## src/rtl/rom_ctrl_pkg.sv

```systemverilog
// rom_ctrl_pkg
// Shared definitions for the ROM read arbiter: the controller state encoding
// and the default ROM address/data widths.
package rom_ctrl_pkg;

    // ROM geometry used as the default parameter values throughout.
    localparam int ROM_AW = 15;
    localparam int ROM_DW = 8;

    // Controller states. A transaction always visits IDLE -> READ -> DONE.
    typedef enum logic [1:0] {
        IDLE = 2'd0,
        READ = 2'd1,
        DONE = 2'd2
    } state_t;

    // Index of the port encoded by a one-hot two-bit winner vector.
    function automatic logic onehot_to_port(input logic [1:0] onehot);
        return onehot[1];
    endfunction

endpackage

```

## src/rtl/rom_arbiter_if.sv

```systemverilog
// rom_arbiter_if
// Bundles the two requester ports, the shared read-data return and the
// synchronous ROM connection of the ROM arbiter.
//   master modport : the requesters and the ROM (drive req/addr/rom_data)
//   slave modport  : the arbiter (drives gnt/rvalid/rdata/busy/rom_addr/rom_oen)
interface rom_arbiter_if
    import rom_ctrl_pkg::*;
#(
    parameter int ADDR_W = ROM_AW,
    parameter int DATA_W = ROM_DW
);

    logic              req0;
    logic              req1;
    logic [ADDR_W-1:0] addr0;
    logic [ADDR_W-1:0] addr1;
    logic              gnt0;
    logic              gnt1;
    logic              rvalid0;
    logic              rvalid1;
    logic [DATA_W-1:0] rdata;
    logic              busy;
    logic [ADDR_W-1:0] rom_addr;
    logic              rom_oen;
    logic [DATA_W-1:0] rom_data;

    modport master (
        output req0, req1, addr0, addr1, rom_data,
        input  gnt0, gnt1, rvalid0, rvalid1, rdata, busy, rom_addr, rom_oen
    );

    modport slave (
        input  req0, req1, addr0, addr1, rom_data,
        output gnt0, gnt1, rvalid0, rvalid1, rdata, busy, rom_addr, rom_oen
    );

endinterface

```

## src/rtl/rom_arbiter_rr_arb2.sv

```systemverilog
// rr_arb2
// Two-way round-robin winner selection, purely combinational.
//   req   : request vector, bit N = port N
//   last  : port that won the most recent grant (0 or 1)
//   grant : one-hot winner, all zero when nobody requests
module rr_arb2 (
    input  logic [1:0] req,
    input  logic       last,
    output logic [1:0] grant
);

    // A lone requester always wins; on a tie the port that did not win last
    // time gets the grant.
    always_comb begin
        grant = 2'b00;
        case (req)
            2'b01:   grant = 2'b01;
            2'b10:   grant = 2'b10;
            2'b11:   grant = last ? 2'b01 : 2'b10;
            default: grant = 2'b00;
        endcase
    end

endmodule

```

## src/rtl/rom_arbiter.sv

```systemverilog
// rom_arbiter
// Shares one synchronous ROM between two read ports. Each transaction takes
// three cycles (IDLE -> READ -> DONE): grant and ROM enable in the first,
// ROM access in the second, data capture in the third. All outputs are
// registered.
//   clk : rising-edge clock
//   rst : synchronous active-high reset
//   bus : rom_arbiter_if slave modport (requests, grants, read data, ROM)
module rom_arbiter
    import rom_ctrl_pkg::*;
#(
    parameter int ADDR_W = ROM_AW,
    parameter int DATA_W = ROM_DW
) (
    input  logic         clk,
    input  logic         rst,
    rom_arbiter_if.slave bus
);

    state_t            state;
    logic              last_q;
    logic              owner_q;
    logic              gnt0_q;
    logic              gnt1_q;
    logic              rvalid0_q;
    logic              rvalid1_q;
    logic              busy_q;
    logic              rom_oen_q;
    logic [ADDR_W-1:0] rom_addr_q;
    logic [DATA_W-1:0] rdata_q;
    logic [1:0]        win;

    rr_arb2 u_arb (
        .req   ({bus.req1, bus.req0}),
        .last  (last_q),
        .grant (win)
    );

    // Main controller. Requests are only looked at in IDLE, so anything that
    // arrives during READ or DONE simply waits until the controller is idle.
    // The winner is latched as owner so the data return goes to the right
    // port even if the requests change meanwhile. Reset leaves last_q at 1
    // so port 0 wins the first tie.
    always_ff @(posedge clk) begin
        if (rst) begin
            state      <= IDLE;
            last_q     <= 1'b1;
            owner_q    <= 1'b0;
            gnt0_q     <= 1'b0;
            gnt1_q     <= 1'b0;
            rvalid0_q  <= 1'b0;
            rvalid1_q  <= 1'b0;
            busy_q     <= 1'b0;
            rom_oen_q  <= 1'b1;
            rom_addr_q <= '0;
            rdata_q    <= '0;
        end else begin
            gnt0_q    <= 1'b0;
            gnt1_q    <= 1'b0;
            rvalid0_q <= 1'b0;
            rvalid1_q <= 1'b0;
            case (state)
                IDLE: begin
                    if (win != 2'b00) begin
                        state      <= READ;
                        busy_q     <= 1'b1;
                        rom_oen_q  <= 1'b0;
                        gnt0_q     <= win[0];
                        gnt1_q     <= win[1];
                        owner_q    <= onehot_to_port(win);
                        last_q     <= onehot_to_port(win);
                        rom_addr_q <= win[1] ? bus.addr1 : bus.addr0;
                    end
                end
                READ: begin
                    state     <= DONE;
                    rom_oen_q <= 1'b1;
                end
                DONE: begin
                    state     <= IDLE;
                    busy_q    <= 1'b0;
                    rdata_q   <= bus.rom_data;
                    rvalid0_q <= ~owner_q;
                    rvalid1_q <= owner_q;
                end
                default: begin
                    state     <= IDLE;
                    busy_q    <= 1'b0;
                    rom_oen_q <= 1'b1;
                end
            endcase
        end
    end

    assign bus.gnt0     = gnt0_q;
    assign bus.gnt1     = gnt1_q;
    assign bus.rvalid0  = rvalid0_q;
    assign bus.rvalid1  = rvalid1_q;
    assign bus.rdata    = rdata_q;
    assign bus.busy     = busy_q;
    assign bus.rom_addr = rom_addr_q;
    assign bus.rom_oen  = rom_oen_q;

endmodule
```

## src/flat_wrapper.sv

```systemverilog
// flat-port wrapper written by rule: the top's interface ports become plain ports
module rom_arbiter_flat import rom_ctrl_pkg::*;
#(
    parameter int ADDR_W = ROM_AW,
    parameter int DATA_W = ROM_DW
)
  (clk, rst, bus_req0, bus_req1, bus_addr0, bus_addr1, bus_rom_data, bus_gnt0, bus_gnt1, bus_rvalid0, bus_rvalid1, bus_rdata, bus_busy, bus_rom_addr, bus_rom_oen);
  rom_arbiter_if #(.ADDR_W(ADDR_W), .DATA_W(DATA_W)) bus_i ();
  input  logic clk;
  input  logic rst;
  input wire logic [$bits(bus_i.req0)-1:0] bus_req0;
  input wire logic [$bits(bus_i.req1)-1:0] bus_req1;
  input wire logic [$bits(bus_i.addr0)-1:0] bus_addr0;
  input wire logic [$bits(bus_i.addr1)-1:0] bus_addr1;
  input wire logic [$bits(bus_i.rom_data)-1:0] bus_rom_data;
  output wire logic [$bits(bus_i.gnt0)-1:0] bus_gnt0;
  output wire logic [$bits(bus_i.gnt1)-1:0] bus_gnt1;
  output wire logic [$bits(bus_i.rvalid0)-1:0] bus_rvalid0;
  output wire logic [$bits(bus_i.rvalid1)-1:0] bus_rvalid1;
  output wire logic [$bits(bus_i.rdata)-1:0] bus_rdata;
  output wire logic [$bits(bus_i.busy)-1:0] bus_busy;
  output wire logic [$bits(bus_i.rom_addr)-1:0] bus_rom_addr;
  output wire logic [$bits(bus_i.rom_oen)-1:0] bus_rom_oen;
  assign bus_i.req0 = bus_req0;
  assign bus_i.req1 = bus_req1;
  assign bus_i.addr0 = bus_addr0;
  assign bus_i.addr1 = bus_addr1;
  assign bus_i.rom_data = bus_rom_data;
  assign bus_gnt0 = bus_i.gnt0;
  assign bus_gnt1 = bus_i.gnt1;
  assign bus_rvalid0 = bus_i.rvalid0;
  assign bus_rvalid1 = bus_i.rvalid1;
  assign bus_rdata = bus_i.rdata;
  assign bus_busy = bus_i.busy;
  assign bus_rom_addr = bus_i.rom_addr;
  assign bus_rom_oen = bus_i.rom_oen;
  rom_arbiter #(.ADDR_W(ADDR_W), .DATA_W(DATA_W)) u_core (.clk(clk), .rst(rst), .bus(bus_i));
endmodule
```

## config.mk

```make
export PLATFORM = sky130hd
export DESIGN_NAME = rom_arbiter_flat
export DESIGN_NICKNAME = d
export VERILOG_FILES = /design/src/rtl/rom_ctrl_pkg.sv /design/src/rtl/rom_arbiter_if.sv /design/src/rtl/rom_arbiter_rr_arb2.sv /design/src/rtl/rom_arbiter.sv /design/src/flat_wrapper.sv
export SDC_FILE = /design/constraint.sdc
export NUM_CORES = 1
export LEC_CHECK = 0
export ABC_CLOCK_PERIOD_IN_PS = 1800
export BUFFER_PORTS_ARGS = -buffer_cell sky130_fd_sc_hd__buf_2
export CORE_ASPECT_RATIO = 1.4
export CORE_UTILIZATION = 44
export DETAILED_ROUTE_END_ITERATION = 8
export GPL_TIMING_DRIVEN = 0
export PLACE_DENSITY = 0.85
export SLEW_MARGIN = 20
export SYNTH_ARGS = -nofsm -noshare
export SYNTH_HDL_FRONTEND = slang
export SYNTH_SLANG_ARGS = --single-unit
```

## constraint.sdc

```tcl
create_clock -name clk -period 1.8 [get_ports clk]
set_input_delay 0.54 -clock clk [delete_from_list [all_inputs] [get_ports clk]]
set_output_delay 0.54 -clock clk [all_outputs]
set_load 0.05 [all_outputs]
```

* After elaboration in Yosys (flattened, before gate mapping) *
Cells that the tools add are included.

cells by class
  eq/ne operators = 6
  multiplexer cells = 9
  bitwise gates (word level) = 5
  reduce and logical (&&, ||, !) cells = 7

operator list
  operator              count
  $mux W15              1
  $eq A2 B2 Y1 const B  3
  $pmux W2 S3           1
  $reduce_and A2 Y1     3
  $not A1 Y1            5
  $eq A2 B1 Y1 const B  2
  $mux W2               2
  $pmux W1 S2           2
  $pmux W2 S2           1
  $reduce_or A3 Y1      1
  $logic_not A2 Y1      1
  $mux W1               2
  $ne A2 B1 Y1 const B  1
  $reduce_bool A2 Y1    1
  $reduce_or A2 Y1      1

storage, ports and cells
  bits in registers = 33
  bits of input ports = 42

* Logic depth before layout (Yosys ltp) *
Gate-level depths: netlist (run 1).

  word-level depth = 5
  depth in mapped cells = 6
  depth with buffers taken out = 3

* Hierarchy *
A second synthesis (run 1) with hierarchy kept.

second synthesis, totals
  cell total of the unflattened synthesis = 138
  area total of the unflattened synthesis = 1362.6 um^2

by module, submodules not included
  module       instances  cells an instance  area an instance (um^2)
  rom_arbiter  1          135                1343.8
  rr_arb2      1          3                  18.8

* Least setup slack after synthesis (run 1) *
OpenSTA, ideal clock, no wires.

  path type = input to register
  start point = in bus_req0
  end point = reg u_core.rom_addr_q[10], in the netlist u_core.bus.rom_addr[10]
  setup time = 88 ps
  data arrival time = 1458 ps
  path slack = 253 ps
  cell stages on the path = 6
  cell sequence = or2_1 buf_6 and2_4 buf_6 buf_12 a311oi_2

on the way
  longest elaborated chain between the ends = 4

ends and longest elaborated chain
  item                                          RTL line                   source
  from (decl)                                   flat_wrapper.sv:11         input wire logic [$bits(bus_i.req0)-1:0] bus_req0;
  $eq A2 B2 Y1 or $eq A2 B1 Y1 (tied branches)  rom_arbiter_rr_arb2.sv:16  case (req)
  $pmux W2 S3 (*)                               rom_arbiter_rr_arb2.sv:16
  $reduce_bool A2 Y1                            rom_arbiter.sv:64          if (win != 2'b00) begin
  $reduce_and A2 Y1 (no source line)            n/a
  to (signal assigned)                          rom_arbiter.sv:72          rom_addr_q <= win[1] ? bus.addr1 : bus.addr0;
  to (decl)                                     rom_arbiter.sv:29          logic [ADDR_W-1:0] rom_addr_q;

Every way passes the cells marked *; elsewhere a longest branch is shown, timed or not.
A chain may end at the register's enable or synchronous reset.

* Worst setup path after layout (run 1) *
  start point = in bus_req0
  end point = reg u_core.rom_addr_q[11], in the netlist u_core.bus.rom_addr[11]

The elaborated chain is that of the path after synthesis.

==> impl_metrics.csv, run 1 <==
group,metric,value,unit
floorplan,floorplan.io_pins,71,
placed_design,place_congestion,0.715,
power_and_ir_drop,pwr-share-comb,0.281,
power_and_ir_drop,p_int,1.24,mW
synthesis,ys_seq_elements,33,
power_and_ir_drop,power_density,1010,nW/um2
timing,skew,0.00223,ns
placed_design,io_buffer_count,69,
clock_tree,post-cts-setup-buffer-count,0,
global_route,grt_total_ovfl,0,
timing,hold_slack,0.440,ns
clock_tree,cts_hold_buf,0,
floorplan,die_y,68.1,um
placed_design,placed_cells_incl_taps,260,
clock_tree,clock_latency,0.28,ns
floorplan,core_area,2910,um2
floorplan,width_of_the_chip,49.2,um
job,max_cap_viols,0,
power_and_ir_drop,sw_frac_of_total,0.335,
clock_tree,tritoncts,"done",
clock_tree,numClockSinks,33,
synthesis,post_synthesis_sequential_area_ratio,0.482,
power_and_ir_drop,leakagePower,0.849,nW
placed_design,dp_hpwl,2.36,mm
global_route,grt_first_pass_wirelength,5.23,mm
timing,fmaxAchievable,0.637,GHz
timing,grt_setup_unrepaired,"false",
clock_tree,tritoncts.num_buffers,5,
synthesis,yosysWarnings,0,
drt,vias,1321,
global_route,grt_start_max_net_pins,11,
floorplan,placement_rows,23,
drt,drt_first_iter_violations,23,
layout,fillCellCount,284,
layout,finalNonFillerCells,268,
layout,layout.area.seq,661,um2
power_and_ir_drop,clock_power_share,0.274,
timing,tightest_slew,0.544,ns
hold_path,worstHoldPathCells,1,
placed_design,dp_slack,-0.0543,ns
layout,drive_above_1_share,0.403,
clock_tree,cts.root.buffer_cell,"sky130_fd_sc_hd__clkbuf_8",
global_route,grt_antenna_before_repair,0,
drt,drt-vias-per-instance,4.93,
synthesis,synth_cell_type_count,25,
layout,synthToLayoutAreaGrowth,34.4,%
timing,timing_max_transition_violations_final,0,
layout,area_taken_by_multi_input_logic_gates,623,um2
clock_tree,cts_repair_resize_count,0,
timing,slew-limit-headroom,0.637,
synthesis,post_synth_instance_area,1370,um2
critical_path,crit_type,"input pin to flop",
synthesis,synthDominantCellAreaShare,0.482,
power_and_ir_drop,fin_total_pwr,1.86,mW
drt,wl_per_instance,12.0,um
synthesis,ys_top_cells_by_count,"sky130_fd_sc_hd__nand2_1 (48), sky130_fd_sc_hd__dfxtp_1 (33), sky130_fd_sc_hd__a21oi_1 (24), sky130_fd_sc_hd__a311oi_2 (9)",
synthesis,ys_dominant_reg_cell,"sky130_fd_sc_hd__dfxtp_1",
critical_path,timing.critical_path.from_type,"input pin",
power_and_ir_drop,seqPwrFrac,0.445,
synthesis,synth-edff-count,0,
global_route,global_route.usage.total,0.209,
timing,post-route-min-period,1.57,ns
timing,timing.final.setup_violations,0,
synthesis,average_footprint_of_a_synthesized_cell,8.90,um2
timing,fin_crit_sh,0.872,
timing,pnr_worst_setup_slack,0.230,ns
timing,finalHoldViolations,0,
synthesis,post_synth_main_area_contributors,"sky130_fd_sc_hd__dfxtp_1 (48%), sky130_fd_sc_hd__nand2_1 (13%), sky130_fd_sc_hd__a311oi_2 (9.9%)",
critical_path,critical_path.max_fanout,10,
critical_path,setup.worst_path.end_class,"flop",
outcome,outcome,"finished clean",
critical_path,r2r_cells,4,
synthesis,asyncSetResetFlopFracSynth,0,
power_and_ir_drop,ir_drop,668,uV
power_and_ir_drop,power.net_switching,623,uW
synthesis,synthMostInstantiatedCell,"sky130_fd_sc_hd__nand2_1",
critical_path,cp_data_required_time,1.99,ns
drt,detail_route.drc_violations,0,
synthesis,cell_type_with_the_highest_aggregate_area_in_the_netlist,"sky130_fd_sc_hd__dfxtp_1",
global_route,first_global_vias,1204,
synthesis,syn-num-nets,196,
layout,layout_net_count,272,
drt,final_antenna_net_count,0,
hold_path,hold_class,"flop to flop",
synthesis,synth_cells,154,
clock_tree,clock_pin_slew_reported_for_the_worst_setup_and_hold_paths_after_clock_tree_synthesis,0.06,ns
clock_tree,clk_path_buf_depth,2,
floorplan,initial_utilization,0.472,
critical_path,timing.critical_path.arrival,1.76,ns
drt,first_pass_iters,4,
floorplan,fp.dieArea,3350,um2
layout,antenna_cells_inserted,0,
clock_tree,cts_max_level,2,
drt,finalWirelength,3.21,mm
layout,fin_util,0.634,
## cells by family after synthesis
family,Yosys count,share of synthesized area
compound gates,45,0.262
buf+inv,14,0.0639
flops,33,0.482
simple gates,62,0.193
## sequential cells by signal, indices dropped and copies added (netlist names)
name,cells
u_core.bus.busy,1
u_core.bus.gnt0,1
u_core.bus.gnt1,1
u_core.bus.rdata,8
u_core.bus.rom_addr,15
u_core.bus.rom_oen,1
u_core.bus.rvalid0,1
u_core.bus.rvalid1,1
u_core.last_q,1
u_core.owner_q,1
u_core.state,2
## worst max-delay path: stages
cell and delay (ns):
sky130_fd_sc_hd__buf_2 0.12, sky130_fd_sc_hd__a21boi_1 0.45, sky130_fd_sc_hd__buf_2 0.31, sky130_fd_sc_hd__nand2_1 0.09
sky130_fd_sc_hd__a311oi_2 0.25
## cells in the final DEF, fill, tap and decap left out
cell	n
sky130_fd_sc_hd__buf_2	72
sky130_fd_sc_hd__nand2_1	48
sky130_fd_sc_hd__dfxtp_1	33
sky130_fd_sc_hd__a21oi_1	24
sky130_fd_sc_hd__clkbuf_1	9
sky130_fd_sc_hd__a311oi_2	9
sky130_fd_sc_hd__a311oi_1	6
sky130_fd_sc_hd__clkbuf_8	5
sky130_fd_sc_hd__nor3_1	3
sky130_fd_sc_hd__buf_6	2
sky130_fd_sc_hd__nand2b_1	2
sky130_fd_sc_hd__buf_1	2
sky130_fd_sc_hd__nor3b_1	2
sky130_fd_sc_hd__nor2_1	2
sky130_fd_sc_hd__nor2_2	1
sky130_fd_sc_hd__or2_1	1
sky130_fd_sc_hd__a21bo_2	1
sky130_fd_sc_hd__nor2b_1	1
sky130_fd_sc_hd__and2_4	1
sky130_fd_sc_hd__buf_12	1
sky130_fd_sc_hd__a21boi_1	1
sky130_fd_sc_hd__and3_1	1
sky130_fd_sc_hd__a211o_1	1
sky130_fd_sc_hd__a21boi_0	1
sky130_fd_sc_hd__o21ba_2	1
sky130_fd_sc_hd__o21bai_1	1
## power by group through the flow
| stage | Combinational [mW] | Sequential (mW) | Clock (mW) |
|---|---|---|---|
| after global placement | 0.518 | 0.840 | 0 |
| after detailed placement | 0.524 | 0.841 | 0 |
| after floorplan | 0.202 | 1.03 | 0 |
| after CTS | 0.526 | 0.826 | 0.529 |
| after global routing | 0.561 | 0.832 | 0.557 |
| final | 0.523 | 0.826 | 0.510 |
## cell type report
| class | instances | share of cell area |
|---|---|---|
| flip-flops and latches | 33 | 0.358 |
| repair buffers | 69 | 0.187 |
| plain buffers | 14 | 0.0475 |
| clock buffers | 8 | 0.0434 |
| well taps | 37 | 0.0251 |
| multi-input cells | 107 | 0.338 |
## worst paths after layout
| check | startpoint | to | slack [ns] |
|---|---|---|---|
| min reg2reg | u_core.owner_q$_SDFFE_PP0P_ | u_core.bus.rvalid0$_SDFF_PP0_ | 0.44 |
| max reg2reg | u_core.last_q$_SDFFE_PP1P_ | u_core.bus.rom_addr[11]$_SDFFE_PP0P_ | 0.31 |
| max | bus_req0 | u_core.bus.rom_addr[11]$_SDFFE_PP0P_ | 0.23 |
| min | u_core.owner_q$_SDFFE_PP0P_ | u_core.bus.rvalid0$_SDFF_PP0_ | 0.44 |
## stage by stage
step                      TNS [ns]  instance area (um2)
after floorplan                  0                 1370
after global placement      -0.197                 1760
after detailed placement    -0.384                 1760
after CTS                        0                 1840
after global routing             0                 1840
final                            0                 1840
## routing by layer
metal / global-route usage / vias up / share of wire
met5: 0 / - / 0
met4: 0.121 / 0 / 0.017
met3: 0.0822 / 6 / 0.081
met2: 0.361 / 59 / 0.51
met1: 0.216 / 573 / 0.39
li1: - / 683 / -
No activity file was read; power rests on OpenSTA's default activity.
==> inputs of run 2 (changes only) <==
--- a/config.mk
+++ b/config.mk
@@ -5,10 +5,11 @@
 export SDC_FILE = /design/constraint.sdc
 export NUM_CORES = 1
 export LEC_CHECK = 0
+export ABC_AREA = 1
 export ABC_CLOCK_PERIOD_IN_PS = 1800
 export BUFFER_PORTS_ARGS = -buffer_cell sky130_fd_sc_hd__buf_2
 export CORE_ASPECT_RATIO = 1.4
-export CORE_UTILIZATION = 44
+export CORE_UTILIZATION = 45
 export DETAILED_ROUTE_END_ITERATION = 8
 export GPL_TIMING_DRIVEN = 0
 export PLACE_DENSITY = 0.85
==> impl_metrics.csv, run 2 <==
group,metric,value,unit
outcome,outcome,"finished clean",
synthesis,syn-num-nets,264,
critical_path,critical_path.slowest_cell,"sky130_fd_sc_hd__dfxtp_1",
synthesis,synth_cells,222,
layout,antenna_cells_inserted,0,
clock_tree,tritoncts,"done",
timing,grt_setup_unrepaired,"false",
layout,fillCellCount,320,
clock_tree,clock_pin_slew_reported_for_the_worst_setup_and_hold_paths_after_clock_tree_synthesis,0.07,ns
layout,layout.area.seq,661,um2
timing,tns,0,ns
clock_tree,cts_max_level,2,
synthesis,cell_type_with_the_highest_aggregate_area_in_the_netlist,"sky130_fd_sc_hd__dfxtp_1",
layout,synthToLayoutAreaGrowth,34.0,%
critical_path,critical_path.max_fanout,2,
floorplan,fp.dieArea,3640,um2
synthesis,synthMostInstantiatedCell,"sky130_fd_sc_hd__nand2_1",
layout,finalNonFillerCells,339,
placed_design,dpl-instance-area,1930,um2
synthesis,ys_seq_elements,33,
synthesis,post_synthesis_sequential_area_ratio,0.432,
layout,drive_above_1_share,0.330,
clock_tree,tritoncts.num_buffers,5,
timing,skew,0.00378,ns
timing,timing_max_transition_violations_final,0,
layout,largest_register_ffs,15,
timing,fin_crit_sh,0.791,
global_route,grt_first_pass_wirelength,5.97,mm
timing,timing.final.setup_violations,0,
floorplan,initial_utilization,0.480,
global_route,grt_antenna_before_repair,0,
critical_path,timing.critical_path.cells,"buf_2",
floorplan,placement_rows,24,
timing,fmaxAchievable,0.702,GHz
clock_tree,numClockSinks,33,
synthesis,synthDominantCellAreaShare,0.432,
synthesis,post_synth_instance_area,1530,um2
placed_design,dp_slack,0.314,ns
layout,stdcell_area,2050,um2
clock_tree,clk_path_buf_depth,2,
critical_path,timing.critical_path.max_delay_family,"flip-flops",
timing,finalHoldViolations,0,
floorplan,floorplan.io_pins,71,
placed_design,dp_hpwl,2.71,mm
drt,vias,1563,
job,max_cap_viols,0,
floorplan,width_of_the_chip,51.3,um
synthesis,asyncSetResetFlopFracSynth,0,
layout,final_common_cell,"sky130_fd_sc_hd__buf_2",
clock_tree,cts_hold_buf,0,
global_route,grt_total_ovfl,0,
layout,layout_common_cells,"sky130_fd_sc_hd__buf_2 (77), sky130_fd_sc_hd__nand2_1 (55), sky130_fd_sc_hd__nor2_1 (49)",
synthesis,synth_cell_type_count,20,
hold_path,hold_class,"flop to flop",
global_route,first_global_vias,1451,
drt,finalWirelength,3.61,mm
clock_tree,clock_latency,0.28,ns
floorplan,die_y,71.0,um
synthesis,yosysWarnings,0,
timing,tightest_slew,0.399,ns
synthesis,ys_dominant_reg_cell,"sky130_fd_sc_hd__dfxtp_1",
synthesis,post_synth_main_area_contributors,"sky130_fd_sc_hd__dfxtp_1 (43%), sky130_fd_sc_hd__nand2_1 (14%), sky130_fd_sc_hd__nor2_1 (12%)",
placed_design,io_buffer_count,70,
drt,drt_first_iter_violations,33,
timing,post-route-min-period,1.42,ns
power_and_ir_drop,leakagePower,1.13,nW
critical_path,timing.critical_path.from_type,"flop",
layout,layout_net_count,341,
global_route,global_route.usage.total,0.215,
timing,hold_slack,0.451,ns
placed_design,placed_cells_incl_taps,331,
drt,final_antenna_net_count,0,
critical_path,timing.critical_path.arrival,0.88,ns
critical_path,critPathMaxStageDelay,0.34,ns
drt,wl_per_instance,10.6,um
placed_design,place_congestion,0.799,
global_route,grt_start_max_net_pins,12,
critical_path,setup.worst_path.end_class,"output pin",
synthesis,ys_top_cells_by_count,"sky130_fd_sc_hd__nand2_1 (55), sky130_fd_sc_hd__nor2_1 (49), sky130_fd_sc_hd__dfxtp_1 (33), sky130_fd_sc_hd__inv_1 (18), sky130_fd_sc_hd__nand3_1 (17)",
layout,area_taken_by_multi_input_logic_gates,721,um2
clock_tree,post-cts-setup-buffer-count,0,
critical_path,crit_type,"flop to output pin",
timing,slew-limit-headroom,0.734,
power_and_ir_drop,power_density,1050,nW/um2
synthesis,synth-edff-count,0,
critical_path,cp_data_required_time,1.26,ns
floorplan,core_area,3180,um2
synthesis,average_footprint_of_a_synthesized_cell,6.89,um2
drt,detail_route.drc_violations,0,
timing,pnr_worst_setup_slack,0.376,ns
drt,first_pass_iters,4,
clock_tree,cts.root.buffer_cell,"sky130_fd_sc_hd__clkbuf_8",
critical_path,worstPathBufferInverterCount,1,
power_and_ir_drop,ir_drop,1040,uV
drt,drt-vias-per-instance,4.61,
clock_tree,cts_repair_resize_count,0,
run 2: changes by cell type after synthesis, sizes merged, moves of 9 or more:
cell and change:
nand3 +17, a311oi -15, a21boi +13, o21ai +9, nor2 +51, a21oi -22, inv +23, nand2 +9
run 2: final timing paths:
kind / to / depth (start not counted) / start / slack (ns)
hold reg to reg: u_core.bus.rvalid0$_SDFF_PP0_ / 1 / u_core.owner_q$_SDFFE_PP0P_ / 0.45
setup / recovery: bus_rom_addr[2] / 1 / u_core.bus.rom_addr[2]$_SDFFE_PP0P_ / 0.38
setup reg to reg: u_core.bus.rom_addr[5]$_SDFFE_PP0P_ / 7 / u_core.state[0]$_SDFFE_PP0N_ / 0.63
hold / removal: u_core.bus.rvalid0$_SDFF_PP0_ / 1 / u_core.owner_q$_SDFFE_PP0P_ / 0.45
run 2: per-layer routing:
metal	global-route usage	share of wire	vias to the layer above	wire (um)
met1	0.235	0.40	679	1430
li1	-	-	834	-
met5	0	0	-	0
met4	0.0811	0.012	0	42
met2	0.396	0.54	46	1960
met3	0.0430	0.048	4	173
run 2: kinds of logic after synthesis:
kind of cell,share of synthesized area
buffers and inverters,0.0966
AOI/OAI and AO/OA,0.110
and+or+nand+nor,0.362
DFF,0.432
run 2: layout make-up:
cell class	instances	share of cell area
clock inverter	2	0.0183
multi-input combinational	156	0.352
inverter	23	0.0422
buffer	10	0.0299
clock buffer	6	0.0403
tap	39	0.0238
timing repair buffer	70	0.171
sequential	33	0.323
run 2: where the power goes:
group | switching (mW) | total [mW] | internal [mW]
logic | 0.419 | 0.596 | 0.177
clock network | 0.263 | 0.713 | 0.450
registers | 0.0363 | 0.835 | 0.799
total | 0.718 | 2.14 | 1.43
run 2: stage by stage:
| step | power [mW] | util |
|---|---|---|
| global route | 2.25 | 0.643 |
| floorplan | 1.29 | - |
| CTS | 2.16 | 0.643 |
| finish | 2.14 | 0.643 |
| global placement | 1.43 | 0.606 |
| detailed placement | 1.45 | 0.606 |
